[src/rtl/armstrong_pkg.sv]
// -----------------------------------------------------------------------------
// armstrong_pkg
// Shared types and constants for the Armstrong scan master.
//   armstrong_state_e : bus-sequencer state encoding (also exposed for debug)
//   NUM_W_DEF/DATA_W_DEF : default widths of scanned numbers / peripheral bus
//   STROBE_*          : strobe patterns packed as {chip_select_n, write_n, read_n}
//   strobe_for()      : maps a sequencer state to its strobe pattern
// -----------------------------------------------------------------------------
package armstrong_pkg;

    localparam int NUM_W_DEF  = 10;
    localparam int DATA_W_DEF = 16;

    // {chip_select_n, write_n, read_n}
    localparam logic [2:0] STROBE_IDLE    = 3'b111;
    localparam logic [2:0] STROBE_WRITE   = 3'b001;
    localparam logic [2:0] STROBE_COMPUTE = 3'b011;
    // The read strobe is issued with chip select released.
    localparam logic [2:0] STROBE_READ    = 3'b110;

    typedef enum logic [2:0] {
        ST_IDLE    = 3'd0,
        ST_WRITE   = 3'd1,
        ST_COMPUTE = 3'd2,
        ST_READ    = 3'd3,
        ST_CAPTURE = 3'd4,
        ST_FINISH  = 3'd5
    } armstrong_state_e;

    function automatic logic [2:0] strobe_for(input armstrong_state_e st);
        case (st)
            ST_WRITE:   return STROBE_WRITE;
            ST_COMPUTE: return STROBE_COMPUTE;
            ST_READ:    return STROBE_READ;
            default:    return STROBE_IDLE;
        endcase
    endfunction

endpackage

[src/rtl/armstrong_scan_master_if.sv]
// -----------------------------------------------------------------------------
// armstrong_scan_master_if
// Peripheral bus between the scan master and an Armstrong-check peripheral.
//   oChip_select_n, oWrite_n, oRead_n : active-low strobes (master -> slave)
//   oData                             : write data, zero-extended number
//   iData                             : read data, only bit 0 carries meaning
// Bus protocol: the master writes a number with cs_n=0/write_n=0 for one
// cycle, keeps cs_n=0 for the compute window, then pulses read_n=0 for one
// cycle; the slave must present its result on iData in the following cycle.
// -----------------------------------------------------------------------------
interface armstrong_scan_master_if
    import armstrong_pkg::*;
#(
    parameter int DATA_W = DATA_W_DEF
);
    logic              oChip_select_n;
    logic              oWrite_n;
    logic              oRead_n;
    logic [DATA_W-1:0] oData;
    logic [DATA_W-1:0] iData;

    modport master (
        output oChip_select_n,
        output oWrite_n,
        output oRead_n,
        output oData,
        input  iData
    );

    modport slave (
        input  oChip_select_n,
        input  oWrite_n,
        input  oRead_n,
        input  oData,
        output iData
    );
endinterface

[src/rtl/armstrong_bus_seq.sv]
// -----------------------------------------------------------------------------
// armstrong_bus_seq
// Scan state machine, compute-window counter and registered strobe generator.
// Ports:
//   clk, reset     : clock, asynchronous active-high reset
//   start_i        : scan request, only honoured in IDLE
//   range_ok_i     : range_lo <= range_hi (decides WRITE vs. straight FINISH)
//   last_i         : current number equals the upper bound
//   state_q_o      : current state (debug and datapath control)
//   state_d_o      : next state (lets the datapath register outputs early)
//   busy_o, done_o : registered status
//   cs_n_o, we_n_o, re_n_o : registered active-low strobes
// COMPUTE_CYCLES must lie in 1..15 (4-bit counter).
// -----------------------------------------------------------------------------
module armstrong_bus_seq
    import armstrong_pkg::*;
#(
    parameter int COMPUTE_CYCLES = 3
) (
    input  logic             clk,
    input  logic             reset,
    input  logic             start_i,
    input  logic             range_ok_i,
    input  logic             last_i,
    output armstrong_state_e state_q_o,
    output armstrong_state_e state_d_o,
    output logic             busy_o,
    output logic             done_o,
    output logic             cs_n_o,
    output logic             we_n_o,
    output logic             re_n_o
);

    localparam logic [3:0] CNT_LOAD = 4'(COMPUTE_CYCLES - 1);

    armstrong_state_e state_q, state_d;
    logic [3:0]       cnt_q, cnt_d;
    logic [2:0]       strobe_q, strobe_d;
    logic             busy_q, busy_d;
    logic             done_q, done_d;

    // State register
    always_ff @(posedge clk or posedge reset) begin
        if (reset) begin
            state_q <= ST_IDLE;
            cnt_q   <= '0;
        end else begin
            state_q <= state_d;
            cnt_q   <= cnt_d;
        end
    end

    // Next-state logic
    always_comb begin
        state_d = state_q;
        cnt_d   = cnt_q;
        case (state_q)
            ST_IDLE: begin
                if (start_i) begin
                    state_d = range_ok_i ? ST_WRITE : ST_FINISH;
                end
            end
            ST_WRITE: begin
                state_d = ST_COMPUTE;
                // COMPUTE then counts CNT_LOAD..0, i.e. COMPUTE_CYCLES cycles.
                cnt_d   = CNT_LOAD;
            end
            ST_COMPUTE: begin
                if (cnt_q == 4'd0) begin
                    state_d = ST_READ;
                end else begin
                    cnt_d = cnt_q - 4'd1;
                end
            end
            ST_READ:    state_d = ST_CAPTURE;
            ST_CAPTURE: state_d = last_i ? ST_FINISH : ST_WRITE;
            ST_FINISH:  state_d = ST_IDLE;
            default:    state_d = ST_IDLE;
        endcase
    end

    // Output logic: decoded from the next state so the registered outputs
    // line up with the state they describe.
    always_comb begin
        strobe_d = strobe_for(state_d);
        busy_d   = (state_d == ST_WRITE)   || (state_d == ST_COMPUTE) ||
                   (state_d == ST_READ)    || (state_d == ST_CAPTURE);
        done_d   = (state_d == ST_FINISH);
    end

    // Async reset releases the strobes immediately, without a clock edge.
    always_ff @(posedge clk or posedge reset) begin
        if (reset) begin
            strobe_q <= STROBE_IDLE;
            busy_q   <= 1'b0;
            done_q   <= 1'b0;
        end else begin
            strobe_q <= strobe_d;
            busy_q   <= busy_d;
            done_q   <= done_d;
        end
    end

    assign state_q_o = state_q;
    assign state_d_o = state_d;
    assign busy_o    = busy_q;
    assign done_o    = done_q;
    assign cs_n_o    = strobe_q[2];
    assign we_n_o    = strobe_q[1];
    assign re_n_o    = strobe_q[0];

endmodule

[src/rtl/armstrong_scan_master.sv]
// -----------------------------------------------------------------------------
// armstrong_scan_master
// Walks every number in [range_lo, range_hi] through an external Armstrong
// peripheral and counts the hits.
// Ports:
//   clk, reset            : clock, asynchronous active-high reset
//   start                 : one-cycle scan request, sampled only when idle
//   range_lo, range_hi    : inclusive bounds, captured on an accepted start
//   busy                  : high from the cycle after an accepted start up to
//                           (not including) the done cycle
//   done                  : one-cycle completion pulse
//   hit_count             : saturating hit count of the last scan
//   hit_valid, hit_number : one-cycle hit report
//   dbg_state_o           : sequencer state for observation
//   bus                   : peripheral bus (master modport)
// Handshake: start is a request pulse; it is accepted only while the block is
// idle, busy then rises and stays high until the cycle done pulses. Requests
// during busy are dropped, not queued.
// Build option: define ARMSTRONG_HIT_REPORT_EN to build the hit report
// registers; otherwise hit_valid/hit_number are tied to zero.
// -----------------------------------------------------------------------------
module armstrong_scan_master
    import armstrong_pkg::*;
#(
    parameter int NUM_W          = NUM_W_DEF,
    parameter int DATA_W         = DATA_W_DEF,
    parameter int COMPUTE_CYCLES = 3
) (
    input  logic                     clk,
    input  logic                     reset,
    input  logic                     start,
    input  logic [NUM_W-1:0]         range_lo,
    input  logic [NUM_W-1:0]         range_hi,
    output logic                     busy,
    output logic                     done,
    output logic [NUM_W:0]           hit_count,
    output logic                     hit_valid,
    output logic [NUM_W-1:0]         hit_number,
    output armstrong_state_e         dbg_state_o,
    armstrong_scan_master_if.master  bus
);

    armstrong_state_e  state_q, state_d;
    logic              accept, capture, last, range_ok, hit;
    logic [NUM_W:0]    num_q, num_d;        // one spare bit: no wrap at 2^NUM_W-1
    logic [NUM_W-1:0]  hi_q, hi_d;
    logic [NUM_W:0]    hit_count_q, hit_count_d;
    logic [DATA_W-1:0] odata_q, odata_d;
    logic              seq_cs_n, seq_we_n, seq_re_n;
    logic              unused_idata;

    assign accept   = (state_q == ST_IDLE) && start;
    assign capture  = (state_q == ST_CAPTURE);
    assign range_ok = (range_lo <= range_hi);
    assign last     = (num_q == {1'b0, hi_q});
    assign hit      = capture && bus.iData[0];

    // Only bit 0 of the read data carries the peripheral's verdict.
    assign unused_idata = ^bus.iData[DATA_W-1:1];

    armstrong_bus_seq #(
        .COMPUTE_CYCLES (COMPUTE_CYCLES)
    ) u_seq (
        .clk        (clk),
        .reset      (reset),
        .start_i    (start),
        .range_ok_i (range_ok),
        .last_i     (last),
        .state_q_o  (state_q),
        .state_d_o  (state_d),
        .busy_o     (busy),
        .done_o     (done),
        .cs_n_o     (seq_cs_n),
        .we_n_o     (seq_we_n),
        .re_n_o     (seq_re_n)
    );

    always_comb begin
        num_d       = num_q;
        hi_d        = hi_q;
        hit_count_d = hit_count_q;
        odata_d     = odata_q;
        if (accept) begin
            num_d       = {1'b0, range_lo};
            hi_d        = range_hi;
            hit_count_d = '0;
        end else if (capture) begin
            if (!last) begin
                num_d = num_q + (NUM_W+1)'(1);
            end
            if (bus.iData[0] && (hit_count_q != {(NUM_W+1){1'b1}})) begin
                hit_count_d = hit_count_q + (NUM_W+1)'(1);
            end
        end
        // Load write data together with entering WRITE so it is valid
        // for the whole write cycle.
        if (state_d == ST_WRITE) begin
            odata_d = DATA_W'(num_d[NUM_W-1:0]);
        end
    end

    always_ff @(posedge clk or posedge reset) begin
        if (reset) begin
            num_q       <= '0;
            hi_q        <= '0;
            hit_count_q <= '0;
            odata_q     <= '0;
        end else begin
            num_q       <= num_d;
            hi_q        <= hi_d;
            hit_count_q <= hit_count_d;
            odata_q     <= odata_d;
        end
    end

`ifdef ARMSTRONG_HIT_REPORT_EN
    logic             hit_valid_q;
    logic [NUM_W-1:0] hit_number_q;

    always_ff @(posedge clk or posedge reset) begin
        if (reset) begin
            hit_valid_q  <= 1'b0;
            hit_number_q <= '0;
        end else begin
            hit_valid_q <= hit;
            if (hit) begin
                hit_number_q <= num_q[NUM_W-1:0];
            end
        end
    end

    assign hit_valid  = hit_valid_q;
    assign hit_number = hit_number_q;
`else
    logic unused_hit;
    assign unused_hit = hit;
    assign hit_valid  = 1'b0;
    assign hit_number = '0;
`endif

    assign hit_count          = hit_count_q;
    assign dbg_state_o        = state_q;
    assign bus.oChip_select_n = seq_cs_n;
    assign bus.oWrite_n       = seq_we_n;
    assign bus.oRead_n        = seq_re_n;
    assign bus.oData          = odata_q;

endmodule

[src/flat_wrapper.sv]
// flat-port wrapper written by rule: the top's interface ports become plain ports
module armstrong_scan_master_flat import armstrong_pkg::*;
#(
    parameter int NUM_W          = NUM_W_DEF,
    parameter int DATA_W         = DATA_W_DEF,
    parameter int COMPUTE_CYCLES = 3
)
  (clk, reset, start, range_lo, range_hi, busy, done, hit_count, hit_valid, hit_number, dbg_state_o, bus_oChip_select_n, bus_oWrite_n, bus_oRead_n, bus_oData, bus_iData);
  armstrong_scan_master_if #(.DATA_W(DATA_W)) bus_i ();
  input  logic clk;
  input  logic reset;
  input  logic start;
  input  logic [NUM_W-1:0] range_lo;
  input  logic [NUM_W-1:0] range_hi;
  output logic busy;
  output logic done;
  output logic [NUM_W:0] hit_count;
  output logic hit_valid;
  output logic [NUM_W-1:0] hit_number;
  output armstrong_state_e dbg_state_o;
  output wire logic [$bits(bus_i.oChip_select_n)-1:0] bus_oChip_select_n;
  output wire logic [$bits(bus_i.oWrite_n)-1:0] bus_oWrite_n;
  output wire logic [$bits(bus_i.oRead_n)-1:0] bus_oRead_n;
  output wire logic [$bits(bus_i.oData)-1:0] bus_oData;
  input wire logic [$bits(bus_i.iData)-1:0] bus_iData;
  assign bus_oChip_select_n = bus_i.oChip_select_n;
  assign bus_oWrite_n = bus_i.oWrite_n;
  assign bus_oRead_n = bus_i.oRead_n;
  assign bus_oData = bus_i.oData;
  assign bus_i.iData = bus_iData;
  armstrong_scan_master #(.NUM_W(NUM_W), .DATA_W(DATA_W), .COMPUTE_CYCLES(COMPUTE_CYCLES)) u_core (.clk(clk), .reset(reset), .start(start), .range_lo(range_lo), .range_hi(range_hi), .busy(busy), .done(done), .hit_count(hit_count), .hit_valid(hit_valid), .hit_number(hit_number), .dbg_state_o(dbg_state_o), .bus(bus_i));
endmodule
[config.mk]
export PLATFORM = sky130hd
export DESIGN_NAME = armstrong_scan_master_flat
export DESIGN_NICKNAME = d
export VERILOG_FILES = /design/src/rtl/armstrong_pkg.sv /design/src/rtl/armstrong_scan_master_if.sv /design/src/rtl/armstrong_bus_seq.sv /design/src/rtl/armstrong_scan_master.sv /design/src/flat_wrapper.sv
export SDC_FILE = /design/constraint.sdc
export NUM_CORES = 1
export LEC_CHECK = 0
export ABC_AREA = 0
export CORE_MARGIN = 2
export CORE_UTILIZATION = 48
export DETAILED_ROUTE_END_ITERATION = 16
export PLACE_DENSITY = 0.76
export REMOVE_ABC_BUFFERS = 1
export SETUP_SLACK_MARGIN = 0.3
export SYNTH_ARGS = -nofsm -noshare
export SYNTH_HDL_FRONTEND = slang
export SYNTH_SLANG_ARGS = --single-unit
[constraint.sdc]
create_clock -name clk -period 3.3 [get_ports clk]
set_input_delay 0.495 -clock clk [delete_from_list [all_inputs] [get_ports clk]]
set_output_delay 0.495 -clock clk [all_outputs]
set_load 0.02 [all_outputs]
==> Word level (Yosys, flattened, before mapping) <==
Cells that the tools add are included.
{ "totals": {"wordCells": 54, "input_bits": 39, "out_inout_bits": 46, "register_bits": 54} }
{ "classes": {"n_addsub": 3, "n_reduce_logical": 13, "order_cmp": 1, "eq_ne": 13, "n_mux": 14} }
{ "ops": {"columns": ["cell", "n"], "rows": [
  ["$mux 11", 6],
  ["$add 11x1->11 const B", 2],
  ["$pmux 3 s5", 1],
  ["$eq 3x2->1 const B", 4],
  ["$mux 3", 4],
  ["$eq 11x10->1", 1],
  ["$ne 11x11->1 const B", 1],
  ["$le 10x10->1", 1],
  ["$eq 3x3->1 const B", 3],
  ["$pmux 3 s3", 1],
  ["$pmux 4 s2", 1],
  ["$eq 3x1->1 const B", 2],
  ["$reduce_and 2->1", 3],
  ["$reduce_bool 2->1", 3],
  ["$logic_not 4->1", 1],
  ["$mux 4", 1],
  ["$sub 4x1->4 const B", 1],
  ["$logic_not 3->1", 1],
  ["$logic_or 1x1->1", 3],
  ["$logic_and 1x1->1", 2],
  ["$ne 2x1->1 const B", 1],
  ["$ne 2x2->1 const B", 1]
]} }

==> Longest topological paths before layout <==
{ "depth": {"word_depth": 8, "depth_mapped": 10, "mapped_depth_nobuf": 9} }

==> Cells and area by module <==
A second synthesis with hierarchy kept.
{ "unflattened": {"hier_cells": 336, "hier_area_um2": 3243.1} }
{ "by_module_without_submodules": {"columns": ["mod", "instances", "cells_each", "area_each_um2"], "rows": [
  ["armstrong_scan_master", 1, 271, 2603.7],
  ["armstrong_bus_seq", 1, 65, 639.4]
]} }

==> Worst setup path before layout <==
No wires, ideal clock.
{ "synth_path": {"path_kind": "register to register", "from": "register u_core.u_seq.state_q[1] (netlist: u_core.u_seq.state_q_o[1])", "to": "register u_core.odata_q[8] (netlist: u_core.bus.oData[8])", "arrival_time_ps": 2187, "setup_time_ps": 125, "slack_ps": 988, "required_ps": 3175, "stages_incl_launch_ff": 9, "cell_sequence": "dfrtp_1 clkbuf_1 or3b_1 clkbuf_1 nor4_1 and2_1 a31o_2 a31oi_4 mux2_2"} }
{ "synth_between": {"elab_chain_len": 3} }
{ "synth_lines": {"columns": ["element", "line", "rtl"], "rows": [
  ["start, declared", "armstrong_bus_seq.sv:36", "armstrong_state_e state_q, state_d;"],
  ["start signal, assigned", "armstrong_bus_seq.sv:48", "state_q <= state_d;"],
  ["$eq 3x3->1 or $logic_not 3->1 (tied branches)", "armstrong_scan_master.sv:53, armstrong_scan_master.sv:52", null],
  ["$mux 11 or $logic_and 1x1->1 (tied branches)", "armstrong_scan_master.sv:87, armstrong_scan_master.sv:52", null],
  ["$mux 11 (*)", "armstrong_scan_master.sv:83", "if (accept) begin"],
  ["named net u_core.num_d[8]", "armstrong_scan_master.sv:45", "logic [NUM_W:0] num_q, num_d;"],
  ["end signal, assigned", "armstrong_scan_master.sv:112", "odata_q <= odata_d;"],
  ["end, declared", "armstrong_scan_master.sv:48", "logic [DATA_W-1:0] odata_q, odata_d;"]
]} }
Mark *: on every way through the listed nets, which the timed path passes. The rest lies on a longest branch. The select of a mux whose other input is x is not followed.
A chain may end at the register's enable or synchronous reset.

==> Final worst setup path <==
{ "layout_path": {"from": "input port range_hi[9]", "to": "register u_core.odata_q[8] (netlist: u_core.bus.oData[8])"} }
{ "layout_between": {"elab_chain_len": 5} }
{ "layout_lines": {"columns": ["element", "line", "rtl"], "rows": [
  ["start, declared", "flat_wrapper.sv:14", "input logic [NUM_W-1:0] range_hi;"],
  ["$le 10x10->1", "armstrong_scan_master.sv:54", "assign range_ok = (range_lo <= range_hi);"],
  ["$mux 3", "armstrong_bus_seq.sv:60", "state_d = range_ok_i ? ST_WRITE : ST_FINISH;"],
  ["$mux 3", "armstrong_bus_seq.sv:59", "if (start_i) begin"],
  ["$pmux 3 s5", "armstrong_bus_seq.sv:57", "case (state_q)"],
  ["$eq 3x1->1", "armstrong_scan_master.sv:97", "if (state_d == ST_WRITE) begin"]
]} }
No other way between the ends.

==> results_dict.tcl <==
set metrics [dict create \
    run_status "completed" \
    fmax_mhz 398 \
    drv_slew 0 \
    skew_ns 0.00679 \
    ant_nets 0 \
    place_inst 443 \
    timing.final.ws_setup_ns 0.788 \
    avgSynthCellArea_um2 9.50 \
    final_layout_size_suffix_gt1_share_pct 8.56 \
    cp_cell_sequence "clkdlybuf4s50_1 -> inv_1 -> ha_1 -> and3_1 -> nand4_1 -> o21ai_0 -> o221ai_1 -> nor2b_1 -> buf_4 -> mux2_2" \
    drc 0 \
    fin_nets 426 \
    vias_per_cell 5.28 \
    synth_top_area_share_pct 41.7 \
    power_density_mw_per_mm2 790 \
    postCtsHoldBufs 0 \
    die_height_um 83.8 \
    vdd_ir_drop_max_v 0.000395 \
    drt-met1-wl_um 2910 \
    crit_path_end_kind "flop" \
    num_vias 2382 \
    synth_warnings 0 \
    worstSetupPathType "input pin to flop" \
    firstDrtPassIters 4 \
    worst_slew_pin_slew_ns 0.577 \
    cp_max_fo 6 \
    reg2reg_slack_ns 0.81 \
    final_cell_mix "clkdlybuf4s50_1 (52), dfrtp_1 (51), nand2_1 (34)" \
    synth_enable_flop_cells 0 \
    min_period_ns 2.51 \
    routedWlPerCell_um 13.7 \
    rsz0062_at_grt "false" \
    power_mw 2.91 \
    period_share_pct 76.1 \
    synth_area_mm2 0.00306 \
    yosysUniqueCellTypes 52 \
    fin_cells 451 \
    antenna_found_initial 0 \
    grt_start_max_net_pins 38 \
    netlist_instances 322 \
    ys_seq_elements 54 \
    worst_r2r_path_depth 6 \
    crit_slowest_cell "clkdlybuf4s50_1" \
    final_util_pct 59.0 \
    htree_levels 2 \
    synth_top_area_cell "dfrtp_1" \
    cts_tree "built" \
    routed_wirelength_um 6160 \
    fp.coreArea_mm2 0.00624 \
    diodes 0 \
    hold_depth 1 \
    wl_met3_um 264 \
    relSlewSlack_pct 61.4 \
    drt_iter0_markers 111 \
    grt-ovfl-total 0 \
    cts-root-buf "clkbuf_8" \
    p_leak_nw 1.62 \
    yosysSeqAreaShare_pct 44.3 \
    dieArea_mm2 0.00703 \
    hold_class "flop to flop" \
    final_common_cell "clkdlybuf4s50_1" \
    start_kind "input pin" \
    whs_ns 0.498 \
    drv_cap 0 \
    row_count 29 \
    cts-buffers-inserted 5 \
    dp_slack_ns 0.465 \
    clk_latency_ns 0.31 \
    synth_area_leaders "dfrtp_1 (42%), ha_1 (5.7%), buf_4 (4.2%)" \
    grt_pass1_vias 2292 \
    wl_met2_um 2880 \
    topRoutingLayerUsed "met4" \
    place_congestion 0.879 \
    hpwl_um 4590 \
    cp.required_ns 3.50 \
    io_pins 85 \
    synth-main-ff-cell "dfrtp_1" \
    cts_setup_buffers 0 \
    cp_slowest_stage_delay_ns 0.45 \
    finalSetupViolCount 0 \
    start_util_pct 49.0 \
    path_clk_slew_ns 0.10 \
    clock-sinks 54 \
    cts.path.max_buffers 2 \
    arrival_ns 2.71 \
    place.port_buffers 52 \
    track_usage_pct 18.8 \
    fp.dieW_um 83.8 \
    async_flop_share_pct 100 \
    grt_first_pass_wirelength_um 10800 \
    hold_viol_final 0 \
    cts_resized 0 \
    area_growth_pct 20.4 \
]
power breakdown:
group | total (mW) | internal, mW | switching (mW) | leakage [nW]
clock network | 0.382 | 0.154 | 0.229 | 0.0447
logic | 1.37 | 0.632 | 0.742 | 0.919
registers | 1.15 | 0.920 | 0.233 | 0.656
total | 2.91 | 1.71 | 1.20 | 1.62
registers in the layout, summed over array words and instances (netlist names):
signal                  count
u_core.bus.oData           10
u_core.u_seq.done_o         1
u_core.u_seq.state_q_o      3
u_core.u_seq.busy_o         1
u_core.u_seq.cnt_q          4
u_core.u_seq.strobe_q       3
u_core.num_q               11
u_core.hi_q                10
u_core.hit_count           11
cell usage after synthesis, types with 8 or more instances:
| cell | count |
|---|---|
| nor2_1 | 29 |
| dfrtp_1 | 51 |
| xnor2_1 | 13 |
| a21oi_1 | 11 |
| clkbuf_1 | 8 |
| buf_4 | 17 |
| nand2_1 | 34 |
| ha_1 | 14 |
| nand3_1 | 10 |
| nor3_1 | 10 |
| inv_1 | 21 |
| o21ai_0 | 22 |
stage by stage:
step / TNS (ns) / area, µm²
6_report: 0 / 3680
3_3_place_gp: 0 / 3590
3_5_place_dp: 0 / 3590
4_1_cts: 0 / 3680
2_1_floorplan: -1.35 / 2930
5_1_grt: 0 / 3680
critical path, delay by kind of cell:
family	cells	cell delay, ns
AO/OA/AOI/OAI	2	0.32
adder cells (fa/ha/maj)	1	0.29
buffers and inverters	3	0.69
multiplexers	1	0.34
AND/OR/NAND/NOR	3	0.58
routing by layer:
| layer | up-vias | global-route usage (%) |
|---|---|---|
| met5 | - | 0 |
| met4 | 0 | 6.89 |
| met3 | 7 | 3.26 |
| met2 | 58 | 29.5 |
| met1 | 1131 | 26.4 |
| li1 | 1186 | - |
layout make-up:
class	count	area [µm²]
clock inverters	3	25.0
multi-input cells	234	1500
clock buffers	5	68.8
flip-flops and latches	54	1360
inverters	21	78.8
repair buffers	57	558
well taps	77	96.3
fillers	552	2560
worst paths after layout:
kind	from	endpoint
max	range_hi[9]	u_core.bus.oData[8]
min in group asynchronous	reset	u_core.u_seq.done_o
min	u_core.bus.oData[5]	u_core.bus.oData[5]
max in group asynchronous	reset	u_core.num_q[8]
max reg2reg	u_core.u_seq.state_q_o[0]	u_core.bus.oData[8]
min reg2reg	u_core.bus.oData[5]	u_core.bus.oData[5]
logic make-up after synthesis:
group	after synthesis	synth area share (%)
and+or+nand+nor	113	18.1
AOI/OAI and AO/OA	58	12.9
DFF	54	44.3
buffers and inverters	50	8.79
xor gates and xnor gates	20	5.73
adders and majority gates	14	5.73
muxes	12	4.34
other	1	0.123
(Power assumes the default switching activity.)
